`config.mk`:
```
export PLATFORM = sky130hd
export DESIGN_NAME = io_mmio_deco
export DESIGN_NICKNAME = d
export VERILOG_FILES = /design/src/rtl/io_mmio_deco.sv
export SDC_FILE = /design/constraint.sdc
export NUM_CORES = 1
export LEC_CHECK = 0
export CORE_ASPECT_RATIO = 0.5
export CORE_MARGIN = 2
export CORE_UTILIZATION = 45
export CTS_BUF_LIST = sky130_fd_sc_hd__clkbuf_8 sky130_fd_sc_hd__clkbuf_16
export CTS_CLUSTER_SIZE = 40
export DETAILED_ROUTE_END_ITERATION = 8
export PLACE_DENSITY = 0.83
export SLEW_MARGIN = 20
export SYNTH_ARGS = -nofsm -noshare
export SYNTH_HDL_FRONTEND = slang
export SYNTH_SLANG_ARGS = --single-unit
```
`constraint.sdc`:
```
create_clock -name clk -period 2.2 [get_ports clk]
set_clock_uncertainty 0.2 [all_clocks]
set_input_delay 0.22 -clock clk [delete_from_list [all_inputs] [get_ports clk]]
set_output_delay 0.22 -clock clk [all_outputs]
set_load 0.03 [all_outputs]
```
`src/rtl/io_mmio_deco.sv`:
```
// Registered MMIO region decoder with debounced button status register and sticky unmapped-access capture.
// Selects and status appear one cycle after req; no backpressure (every strobe is accepted).
module io_mmio_deco #(
   parameter int unsigned ADDR_W         = 22,
   parameter int unsigned MEM_TOP        = 96,
   parameter int unsigned SHOW_ORIG_ADDR = 100,
   parameter int unsigned BTN_ADDR       = 104,
   parameter int unsigned SHOW_ADDR      = 116,
   parameter int unsigned PROC_BASE      = 120,
   parameter int unsigned ORIG_BASE      = 160120,
   parameter int unsigned ORIG_TOP       = 320120,
   parameter int unsigned NUM_BTN        = 4,
   parameter int unsigned DEB_CYC        = 4
) (
   input  logic                       clk,
   input  logic                       rst_n,
   input  logic [ADDR_W-1:0]          addr,
   input  logic                       req,
   input  logic                       we,
   input  logic [NUM_BTN-1:0]         btn_raw,
   output logic                       mem_enb,
   output logic                       show_original_enb,
   output logic                       show_enb,
   output logic                       process_enb,
   output logic                       original_enb,
   output logic [NUM_BTN-1:0]         btn_rdata,
   output logic [$clog2(NUM_BTN)-1:0] btn_selecc,
   output logic                       btn_valid,
   output logic                       err,
   output logic [ADDR_W-1:0]          err_addr
);

   localparam int unsigned SEL_W = $clog2(NUM_BTN);
   localparam int unsigned CNT_W = $clog2(DEB_CYC + 1);

   localparam logic [ADDR_W-1:0] A_MEM_TOP   = ADDR_W'(MEM_TOP);
   localparam logic [ADDR_W-1:0] A_SHOW_ORIG = ADDR_W'(SHOW_ORIG_ADDR);
   localparam logic [ADDR_W-1:0] A_BTN       = ADDR_W'(BTN_ADDR);
   localparam logic [ADDR_W-1:0] A_SHOW      = ADDR_W'(SHOW_ADDR);
   localparam logic [ADDR_W-1:0] A_PROC      = ADDR_W'(PROC_BASE);
   localparam logic [ADDR_W-1:0] A_ORIG      = ADDR_W'(ORIG_BASE);
   localparam logic [ADDR_W-1:0] A_ORIG_TOP  = ADDR_W'(ORIG_TOP);
   localparam logic [CNT_W-1:0]  CNT_LAST    = CNT_W'(DEB_CYC - 1);

   // en bit order: mem, show_original, show, process, original
   logic [4:0]         sel_dec, en_d, en_q;
   logic               hit_btn, unmapped;
   logic               status_rd, status_wr, err_set;

   logic [NUM_BTN-1:0] sync1_q, sync2_q;
   logic [NUM_BTN-1:0] deb_d, deb_q, rise;
   logic [CNT_W-1:0]   cnt_d [NUM_BTN];
   logic [CNT_W-1:0]   cnt_q [NUM_BTN];
   logic [NUM_BTN-1:0] pend_d, pend_q, rdata_d, rdata_q;
   logic [SEL_W-1:0]   selecc_d, selecc_q;
   logic               valid_d, valid_q;
   logic               err_d, err_q;
   logic [ADDR_W-1:0]  eaddr_d, eaddr_q;

   // Priority chain resolves any parameter overlap in the documented order.
   always_comb begin
      sel_dec  = '0;
      hit_btn  = 1'b0;
      unmapped = 1'b0;
      if (addr <= A_MEM_TOP)                          sel_dec[0] = 1'b1;
      else if (addr == A_SHOW_ORIG)                   sel_dec[1] = 1'b1;
      else if (addr == A_BTN)                         hit_btn    = 1'b1;
      else if (addr == A_SHOW)                        sel_dec[2] = 1'b1;
      else if (addr >= A_PROC && addr < A_ORIG)       sel_dec[3] = 1'b1;
      else if (addr >= A_ORIG && addr <= A_ORIG_TOP)  sel_dec[4] = 1'b1;
      else                                            unmapped   = 1'b1;
   end

   assign en_d      = req ? sel_dec : '0;
   assign status_rd = req & ~we & hit_btn;
   assign status_wr = req &  we & hit_btn;
   assign err_set   = req & unmapped;

   always_comb begin
      deb_d = deb_q;
      for (int i = 0; i < NUM_BTN; i++) begin
         cnt_d[i] = '0;
         if (sync2_q[i] != deb_q[i]) begin
            if (cnt_q[i] == CNT_LAST) deb_d[i] = sync2_q[i];
            else                      cnt_d[i] = cnt_q[i] + CNT_W'(1);
         end
      end
   end

   // A press accepted in the same cycle as a status read survives the read-clear.
   assign rise    = deb_d & ~deb_q;
   assign pend_d  = status_rd ? rise : (pend_q | rise);
   assign rdata_d = status_rd ? pend_q : rdata_q;
   assign valid_d = |pend_d;

   always_comb begin
      selecc_d = '0;
      for (int i = NUM_BTN - 1; i >= 0; i--) begin
         if (pend_d[i]) selecc_d = SEL_W'(i);
      end
   end

   always_comb begin
      err_d   = err_q;
      eaddr_d = eaddr_q;
      if (status_wr) begin
         err_d   = 1'b0;
         eaddr_d = '0;
      end else if (err_set) begin
         err_d = 1'b1;
         if (!err_q) eaddr_d = addr;
      end
   end

   always_ff @(posedge clk or negedge rst_n) begin
      if (!rst_n) begin
         en_q     <= '0;
         sync1_q  <= '0;
         sync2_q  <= '0;
         deb_q    <= '0;
         for (int i = 0; i < NUM_BTN; i++) cnt_q[i] <= '0;
         pend_q   <= '0;
         rdata_q  <= '0;
         selecc_q <= '0;
         valid_q  <= 1'b0;
         err_q    <= 1'b0;
         eaddr_q  <= '0;
      end else begin
         en_q     <= en_d;
         sync1_q  <= btn_raw;
         sync2_q  <= sync1_q;
         deb_q    <= deb_d;
         for (int i = 0; i < NUM_BTN; i++) cnt_q[i] <= cnt_d[i];
         pend_q   <= pend_d;
         rdata_q  <= rdata_d;
         selecc_q <= selecc_d;
         valid_q  <= valid_d;
         err_q    <= err_d;
         eaddr_q  <= eaddr_d;
      end
   end

   assign mem_enb           = en_q[0];
   assign show_original_enb = en_q[1];
   assign show_enb          = en_q[2];
   assign process_enb       = en_q[3];
   assign original_enb      = en_q[4];
   assign btn_rdata         = rdata_q;
   assign btn_selecc        = selecc_q;
   assign btn_valid         = valid_q;
   assign err               = err_q;
   assign err_addr          = eaddr_q;

endmodule

```
==> results.cfg, run 1 <==
[final_layout]
final_cells = 425
multiInputGateArea_mm2 = 0.00109
antenna-diode-count = 0
postLayoutCellArea_mm2 = 0.00420
regArea_mm2 = 0.00158
n_fill_cell = 335
drive_above_1_share_pct = 26.7
areaGrowthSynthToFinish_pct = 60.0
fin_nets = 381

[critical_path]
path_depth = 10
endpoint_kind = register
cp-startpoint = addr[21]
cpMaxStageDelayCell = clkdlybuf4s50_1
cp_num_buf_inv = 4
r2r-start = cnt_q[3]
timing.rr.end = btn_selecc[1]
worstPathRequired_ns = 2.25
crit_family = buffers and inverters
ff2ff_setup_slack_ns = 0.47
cpMostUsedCell = buf_4
r2r_cells = 5
cpPeakStageDelay_ns = 0.48
crit_path_end = err_addr[7]
crit_type = in2reg
cp.arrival_ns = 2.28
path_cells = clkdlybuf4s50_1 > nor4_4 > and3_1 > nand4_1 > buf_4 > a221oi_4 > buf_4 > buf_12 > nand2_1 > o21ai_1
critPathMaxFanout = 10
cp-start-kind = input pin

[yosys]
yosys_register_bits = 63
synth_ff_type = dfrtp_1
synth_edf_count = 0
netlist_instances = 232
synth_warnings = 0
synth_nets = 266
syn_area_mm2 = 0.00262
synth-async-reset-ratio_pct = 100
synth.most_common_cell = dfrtp_1
synth_area_leader_cell = dfrtp_1
yosysTopAreaCellShare_pct = 60.1
yosysSeqAreaShare_pct = 60.1
yosys-top-cells-count = dfrtp_1 (63), nand2_1 (43), o21ai_0 (20)
synth.area.top_cells = dfrtp_1 (60%), nand2_1 (6.2%), o21ai_0 (3.8%), mux2_2 (3.4%), nor3b_1 (2.3%)
syn_area_per_cell_um2 = 11.3
synthDistinctLibCells = 41

[pwr]
peakVddDrop_uv = 783
powerDensity_mw_per_mm2 = 980
leakage_uw = 0.00195

[die]
fp.dieArea_mm2 = 0.00649
io_pins = 65
die_h_um = 58.0
rows = 19
die_w_um = 112
initial_utilization_pct = 47.1
coreArea_mm2 = 0.00556

[routing]
drt_iter0_markers = 177
drc_errors = 0
antenna_left = 0
vias = 2422
wl_per_cell_um = 19.3
first_pass_iters = 5
finalWirelength_um = 8190
via_per_inst = 5.70

[placed_design]
place_hpwl_um = 4530
placedCellCount = 400
dp_slack_ns = -0.471
io_buffer_count = 64
placed_area_mm2 = 0.00362
gp_congestion = 0.807

[global_route]
grt_util_all_layers_pct = 23.8
grt_pass1_vias = 2475
grt_pass1_wl_um = 11800
grt_max_degree = 64
grt_antenna_before_repair = 0
grt_overflow_total = 0

[clocking]
cts_root_buf = clkbuf_16
htreeDepth = 3
cts_tree = done
path_clk_slew_ns = 0.05
insertion_delay_ns = 0.33
numCtsBuffers = 9
cts.path.max_buffers = 2
clock_sinks = 63

[timing]
setup_viol = 4
setup-tns-final_ns = -0.0865
hold_viol = 0
period_minus_slack_ns = 2.23
max_slew_margin_pct = 74.7
clock.fmax_mhz = 448
fin_crit_sh_pct = 101
worst_pin_slew_ns = 0.378
setup_slack_ns = -0.0314
maxSlewViolCount = 0
whs_ns = 0.0155

[worst_hold_path]
hp-class = in2reg

[outcome]
violations = setup timing
status = finished, violations left

[flow_run]
maxCapViolCount = 0
==> routing by layer <==
| layer | vias to the layer above | global-route usage (%) | wire [µm] |
|---|---|---|---|
| li1 | 1054 | - | - |
| met1 | 1208 | 28.0 | 3220 |
| met2 | 129 | 41.0 | 4120 |
| met3 | 31 | 5.96 | 597 |
| met4 | 0 | 13.6 | 248 |
| met5 | - | 0 | 0 |
==> stage by stage <==
stage	power, µW	utilization [%]
floorplan	2020	-
detailed placement	2420	65.1
global route	4290	75.4
finish	4110	75.4
CTS	4090	74.1
global placement	2360	65.1
==> cells in the final DEF, fill, tap and decap left out, drive strengths merged, types with 3 or more instances in the layout <==
cell	count
clkdlybuf4s50	46
dfrtp	63
clkbuf	10
o21ai	23
nor2	6
and3b	4
buf	46
xnor2	4
nand2	43
dlymetal6s2s	9
nor4	5
mux2	8
nor2b	6
a22o	3
nor3b	8
a21oi	6
ha	4
inv	6
nor3	9
bufinv	3
nand3	3
nand4	6
dlygate4sd2	8
==> worst reg2reg max path: stages (launching register included) <==
cell and delay, ns:
dfrtp_1 0.38, ha_1 0.21, nor2b_1 0.18, and3b_1 0.22, a221oi_2 0.20, and3b_2 0.23
==> cell families after synthesis <==
family | Yosys count | share of synthesized area, %
buf+inv | 10 | 2.15
xor+xnor | 4 | 1.34
fa+ha+maj | 4 | 1.91
mux | 9 | 3.82
compound gates | 43 | 10.5
flops | 63 | 60.1
simple gates | 99 | 20.1
==> state kept, by name, indices dropped and copies added, names as in the netlist <==
| signal | flops |
|---|---|
| sync2_q | 4 |
| pend_q | 4 |
| sync1_q | 4 |
| btn_rdata | 4 |
| btn_selecc | 2 |
| btn_valid | 1 |
| deb_q | 4 |
| err | 1 |
| cnt_q | 12 |
| err_addr | 22 |
| en_q | 5 |
==> final cells by class <==
cell class	instances	share of cell area, %
clock inverter	6	2.74
multi-input combinational	159	26.1
tap	73	2.18
clock buffer	10	5.70
sequential	63	37.6
inverter	4	0.358
timing repair buffer	110	25.4
==> worst min path at each step <==
| stage | cells after the start | slack [ns] | startpoint | end |
|---|---|---|---|---|
| 2_1_floorplan | 0 | -0.28 | rst_n | btn_rdata[0] |
| 3_3_place_gp | 2 | 0.05 | rst_n | err_addr[0] |
| 3_5_place_dp | 2 | 0.05 | rst_n | err_addr[1] |
| 4_1_cts | 1 | 0.13 | btn_raw[1] | sync1_q[1] |
| 5_1_grt | 3 | 0.03 | addr[8] | err_addr[8] |
| 6_report | 3 | 0.02 | addr[8] | err_addr[8] |
==> report_power, final <==
part | switching (µW) | internal, µW
Sequential | 137 | 1380
Combinational | 484 | 433
Clock | 530 | 1140
Total | 1150 | 2960
==> timing repair <==
item	in CTS	in global routing
setup buffers	6	0
endpoints found under the hold margin	63	0
hold buffers	1	0
setup endpoints to repair	24	29
pin swaps	11	10
resized for setup	20	19
gates cloned	2	0
(Power assumes the default switching activity.)
==> run 2, diff against run 1 <==
- clock period: 2.2 -> 2.15 ns (I/O delays scaled with it)
==> results.cfg, run 2 (synthesized netlist as in run 1, its figures left out) <==
[final_layout]
fin_nets = 385
drive_above_1_share_pct = 31.2
areaGrowthSynthToFinish_pct = 59.7
postLayoutCoreUtil_pct = 75.3
largest_reg_flops = 22
antenna-diode-count = 0
final_cells = 429
final_common_cell = dfrtp_1
layout_common_cells = dfrtp_1 (63), nand2_1 (43), buf_4 (43)

[routing]
finalWirelength_um = 8740
wl_per_cell_um = 20.4
drc_errors = 0
first_pass_iters = 5
via_per_inst = 5.80
antenna_left = 0
vias = 2488
drt_iter0_markers = 181

[worst_hold_path]
hp-class = in2reg

[clocking]
cts_tree = done
clock_sinks = 63
htreeDepth = 3
insertion_delay_ns = 0.33
path_clk_slew_ns = 0.05
cts_root_buf = clkbuf_16
numCtsBuffers = 9
cts.path.max_buffers = 2

[pwr]
powerDensity_mw_per_mm2 = 941
leakage_uw = 0.00193
peakVddDrop_uv = 687

[global_route]
grt_pass1_wl_um = 13000
grt_antenna_before_repair = 0
grt_util_all_layers_pct = 26.4
grt_max_degree = 24
grt_overflow_total = 0
grt_pass1_vias = 2552

[critical_path]
worstPathRequired_ns = 2.15
endpoint_kind = register
cp.arrival_ns = 2.22
critPathMaxFanout = 9
cp-start-kind = input pin
crit_type = in2reg

[placed_design]
dp_slack_ns = -0.475
io_buffer_count = 64
gp_congestion = 0.821
placedCellCount = 399
place_hpwl_um = 4510

[die]
die_h_um = 58.0
coreArea_mm2 = 0.00556
initial_utilization_pct = 47.1
die_w_um = 112
rows = 19
fp.dieArea_mm2 = 0.00649
io_pins = 65

[flow_run]
maxCapViolCount = 0

[outcome]
status = finished, violations left
violations = hold timing, setup timing

[timing]
period_minus_slack_ns = 2.22
setup_slack_ns = -0.0699
fin_crit_sh_pct = 103
clock.fmax_mhz = 450
worst_pin_slew_ns = 0.615
whs_ns = -0.0406
setup-tns-final_ns = -0.424
setup_viol = 13
hold_viol = 1
max_slew_margin_pct = 59.0
maxSlewViolCount = 0
run 2: changes by cell type in the layout (fill, tap and decap cells not counted), sizes merged, moves of 2 or more:
cell | previous run | this run
dlymetal6s2s | 9 | 6
clkbuf | 10 | 16
clkdlybuf4s15 | 0 | 2
clkinv | 0 | 4
buf | 46 | 49
bufinv | 3 | 1
clkdlybuf4s50 | 46 | 41
run 2: path summary, 6_finish.rpt:
check	start	to	slack (ns)	depth (start not counted)
worst min register to register	sync1_q[3]	sync2_q[3]	0.14	0
worst max-delay path	addr[13]	err_addr[20]	-0.07	9
worst max register to register	cnt_q[3]	btn_selecc[1]	0.39	5
min in group asynchronous	rst_n	err	0.24	2
max in group asynchronous	rst_n	cnt_q[5]	0.97	3
worst min-delay path	addr[5]	err_addr[5]	-0.04	3
run 2: layer usage:
metal  global-route usage [%]  share of wire (%)  vias up  wire (µm)
met1                     31.1                 38     1220       3360
met4                     13.4                4.8        0        417
met2                     44.7                 50      144       4370
met3                     8.68                6.8       53        595
met5                        0                  0        -          0
li1                         -                  -     1071          -
run 2: layout make-up:
class | count | area (µm²)
Multi-Input combinational cell | 159 | 1140
Fill cell | 322 | 1380
Clock inverter | 7 | 65.1
Timing Repair Buffer | 114 | 1070
Clock buffer | 9 | 225
Sequential cell | 63 | 1580
Tap cell | 73 | 91.3
Inverter | 4 | 15.0
run 2: repair_timing:
action                                 CTS  global route
gates resized for setup                 34            37
endpoints found under the hold margin   21             0
cloned                                   2             0
setup buffers                            7             5
pin swaps                               14            15
hold buffers                             1             0
setup endpoints to repair               26            24
run 2: power breakdown:
| part | leakage (µW) | switching [µW] | internal, µW | total, µW |
|---|---|---|---|---|
| registers | 0.000793 | 150 | 1420 | 1570 |
| clock network | 0.000146 | 525 | 887 | 1410 |
| logic | 0.000991 | 518 | 444 | 963 |
| total | 0.00193 | 1190 | 2750 | 3940 |
run 2: through the flow:
stage | power (µW) | hold WS (ns) | cell area (µm²)
after floorplan | 2070 | -0.281 | 2620
after global placement | 2420 | 0.0366 | 3630
after detailed placement | 2480 | 0.0449 | 3630
after CTS | 3890 | 0.123 | 4100
after global routing | 4100 | -0.0328 | 4190
final | 3940 | -0.0406 | 4190
run 2: critical path, cell delays in order:
cell and delay (ns):
dlygate4sd2_1 0.29, nor4_4 0.37, and2_4 0.23, nand4_1 0.13, buf_4 0.17, a221oi_4 0.29
buf_6 0.16, bufbuf_16 0.26, o21ai_0 0.11
==> run 3, diff against run 2 <==
- DONT_BUFFER_PORTS: default -> 1
- PLACE_DENSITY: 0.83 -> 0.69
==> results.cfg, run 3 (synthesized netlist as in run 1, its figures left out) <==
[outcome]
status = finished, final reports clean

[critical_path]
cp-startpoint = addr[15]
critPathMaxFanout = 14
crit_type = in2reg
endpoint_kind = register
r2r_cells = 5
cp.arrival_ns = 2.14
r2r-start = cnt_q[3]
worstPathRequired_ns = 2.17
cp-start-kind = input pin

[clocking]
cts_root_buf = clkbuf_16
clock_sinks = 63
insertion_delay_ns = 0.31
htreeDepth = 3
path_clk_slew_ns = 0.05
numCtsBuffers = 9
cts.path.max_buffers = 2
cts_tree = done

[final_layout]
regArea_mm2 = 0.00158
final_cells = 354
n_fill_cell = 432
drive_above_1_share_pct = 13.9
fin_nets = 311
final_common_cell = dfrtp_1
multiInputGateArea_mm2 = 0.00101
layout_common_cells = dfrtp_1 (63), nand2_1 (43), dlygate4sd3_1 (32)
antenna-diode-count = 0
areaGrowthSynthToFinish_pct = 28.5
largest_reg_flops = 22

[routing]
wl_per_cell_um = 16.0
drc_errors = 0
antenna_left = 0
vias = 1973
via_per_inst = 5.57
drt_iter0_markers = 64
wl_met3_um = 312
wl_met2_um = 2830
first_pass_iters = 5
finalWirelength_um = 5680
wl_met1_um = 2440
routed.top_layer = met4

[timing]
hold_viol = 0
setup-tns-final_ns = 0
max_slew_margin_pct = 67.7
clock.fmax_mhz = 472
rsz0062_at_grt = true
fin_crit_sh_pct = 98.6
setup_viol = 0
worst_pin_slew_ns = 0.485
maxSlewViolCount = 0
period_minus_slack_ns = 2.12

[placed_design]
gp_congestion = 0.743
placedCellCount = 305
io_buffer_count = 0
place_hpwl_um = 3760

[die]
die_h_um = 58.0
coreArea_mm2 = 0.00556
die_w_um = 112
initial_utilization_pct = 47.1
rows = 19
fp.dieArea_mm2 = 0.00649
io_pins = 65

[global_route]
grt_antenna_before_repair = 0
grt_util_all_layers_pct = 18.8
grt_pass1_wl_um = 9410
grt_pass1_vias = 2033
grt_max_degree = 64
grt_overflow_total = 0

[worst_hold_path]
min_path_cells = 2
worstHoldStart = addr[0]
hp-class = in2reg

[pwr]
powerDensity_mw_per_mm2 = 1030
p_total_uw = 3470
leakage_uw = 0.00152
peakVddDrop_uv = 549

[flow_run]
maxCapViolCount = 0
-- run 3: final timing paths --
path                                 end  slack, ns
max                          err_addr[3]       0.03
min                              en_q[2]       0.02
max reg2reg                btn_selecc[1]       0.42
min reg2reg                   sync2_q[2]       0.14
max in group asynchronous       deb_q[0]       1.26
min in group asynchronous   err_addr[10]       0.23
-- run 3: where the power goes --
group	switching (µW)	internal, µW
Sequential	314	1420
Clock	450	783
Combinational	226	277
-- run 3: worst max-delay path, stage by stage --
cell	delay, ns
dlygate4sd3_1	0.57
nor2_1	0.14
and2_1	0.22
nand4_1	0.21
a221oi_4	0.36
buf_4	0.24
nand2_1	0.07
o21ai_0	0.10
-- run 3: stage by stage --
step           util (%)  area, µm²  hold WS, ns  setup slack, ns
6_report           60.6       3370       0.0242           0.0307
3_5_place_dp       49.3       2740       -0.279           0.0593
4_1_cts            60.2       3350      0.00931         0.000867
5_1_grt            60.6       3370       0.0167          -0.0177
2_1_floorplan         -       2620       -0.281            0.207
3_3_place_gp       49.3       2740       -0.279            0.133
-- run 3: area by class of cell --
| class | instances | area share (%) |
|---|---|---|
| Clock inverter | 5 | 0.594 |
| Multi-Input combinational cell | 159 | 30.1 |
| Sequential cell | 63 | 46.8 |
| Tap cell | 73 | 2.71 |
| Clock buffer | 10 | 7.09 |
| Inverter | 4 | 0.446 |
| Timing Repair Buffer | 40 | 12.3 |
-- run 3: what timing repair did --
item                                    4_1_cts  5_1_grt
endpoints found under the setup margin        0        5
hold buffers                                 33        0
gates resized for setup                       0        2
setup buffers                                 0        1
hold endpoints to repair                     94        0
-- run 3: routing by layer --
metal  vias up  track usage [%]
met5         -                0
met4         0             7.67
met3        13             7.11
met2        50             32.6
met1       993             21.6
li1        917                -
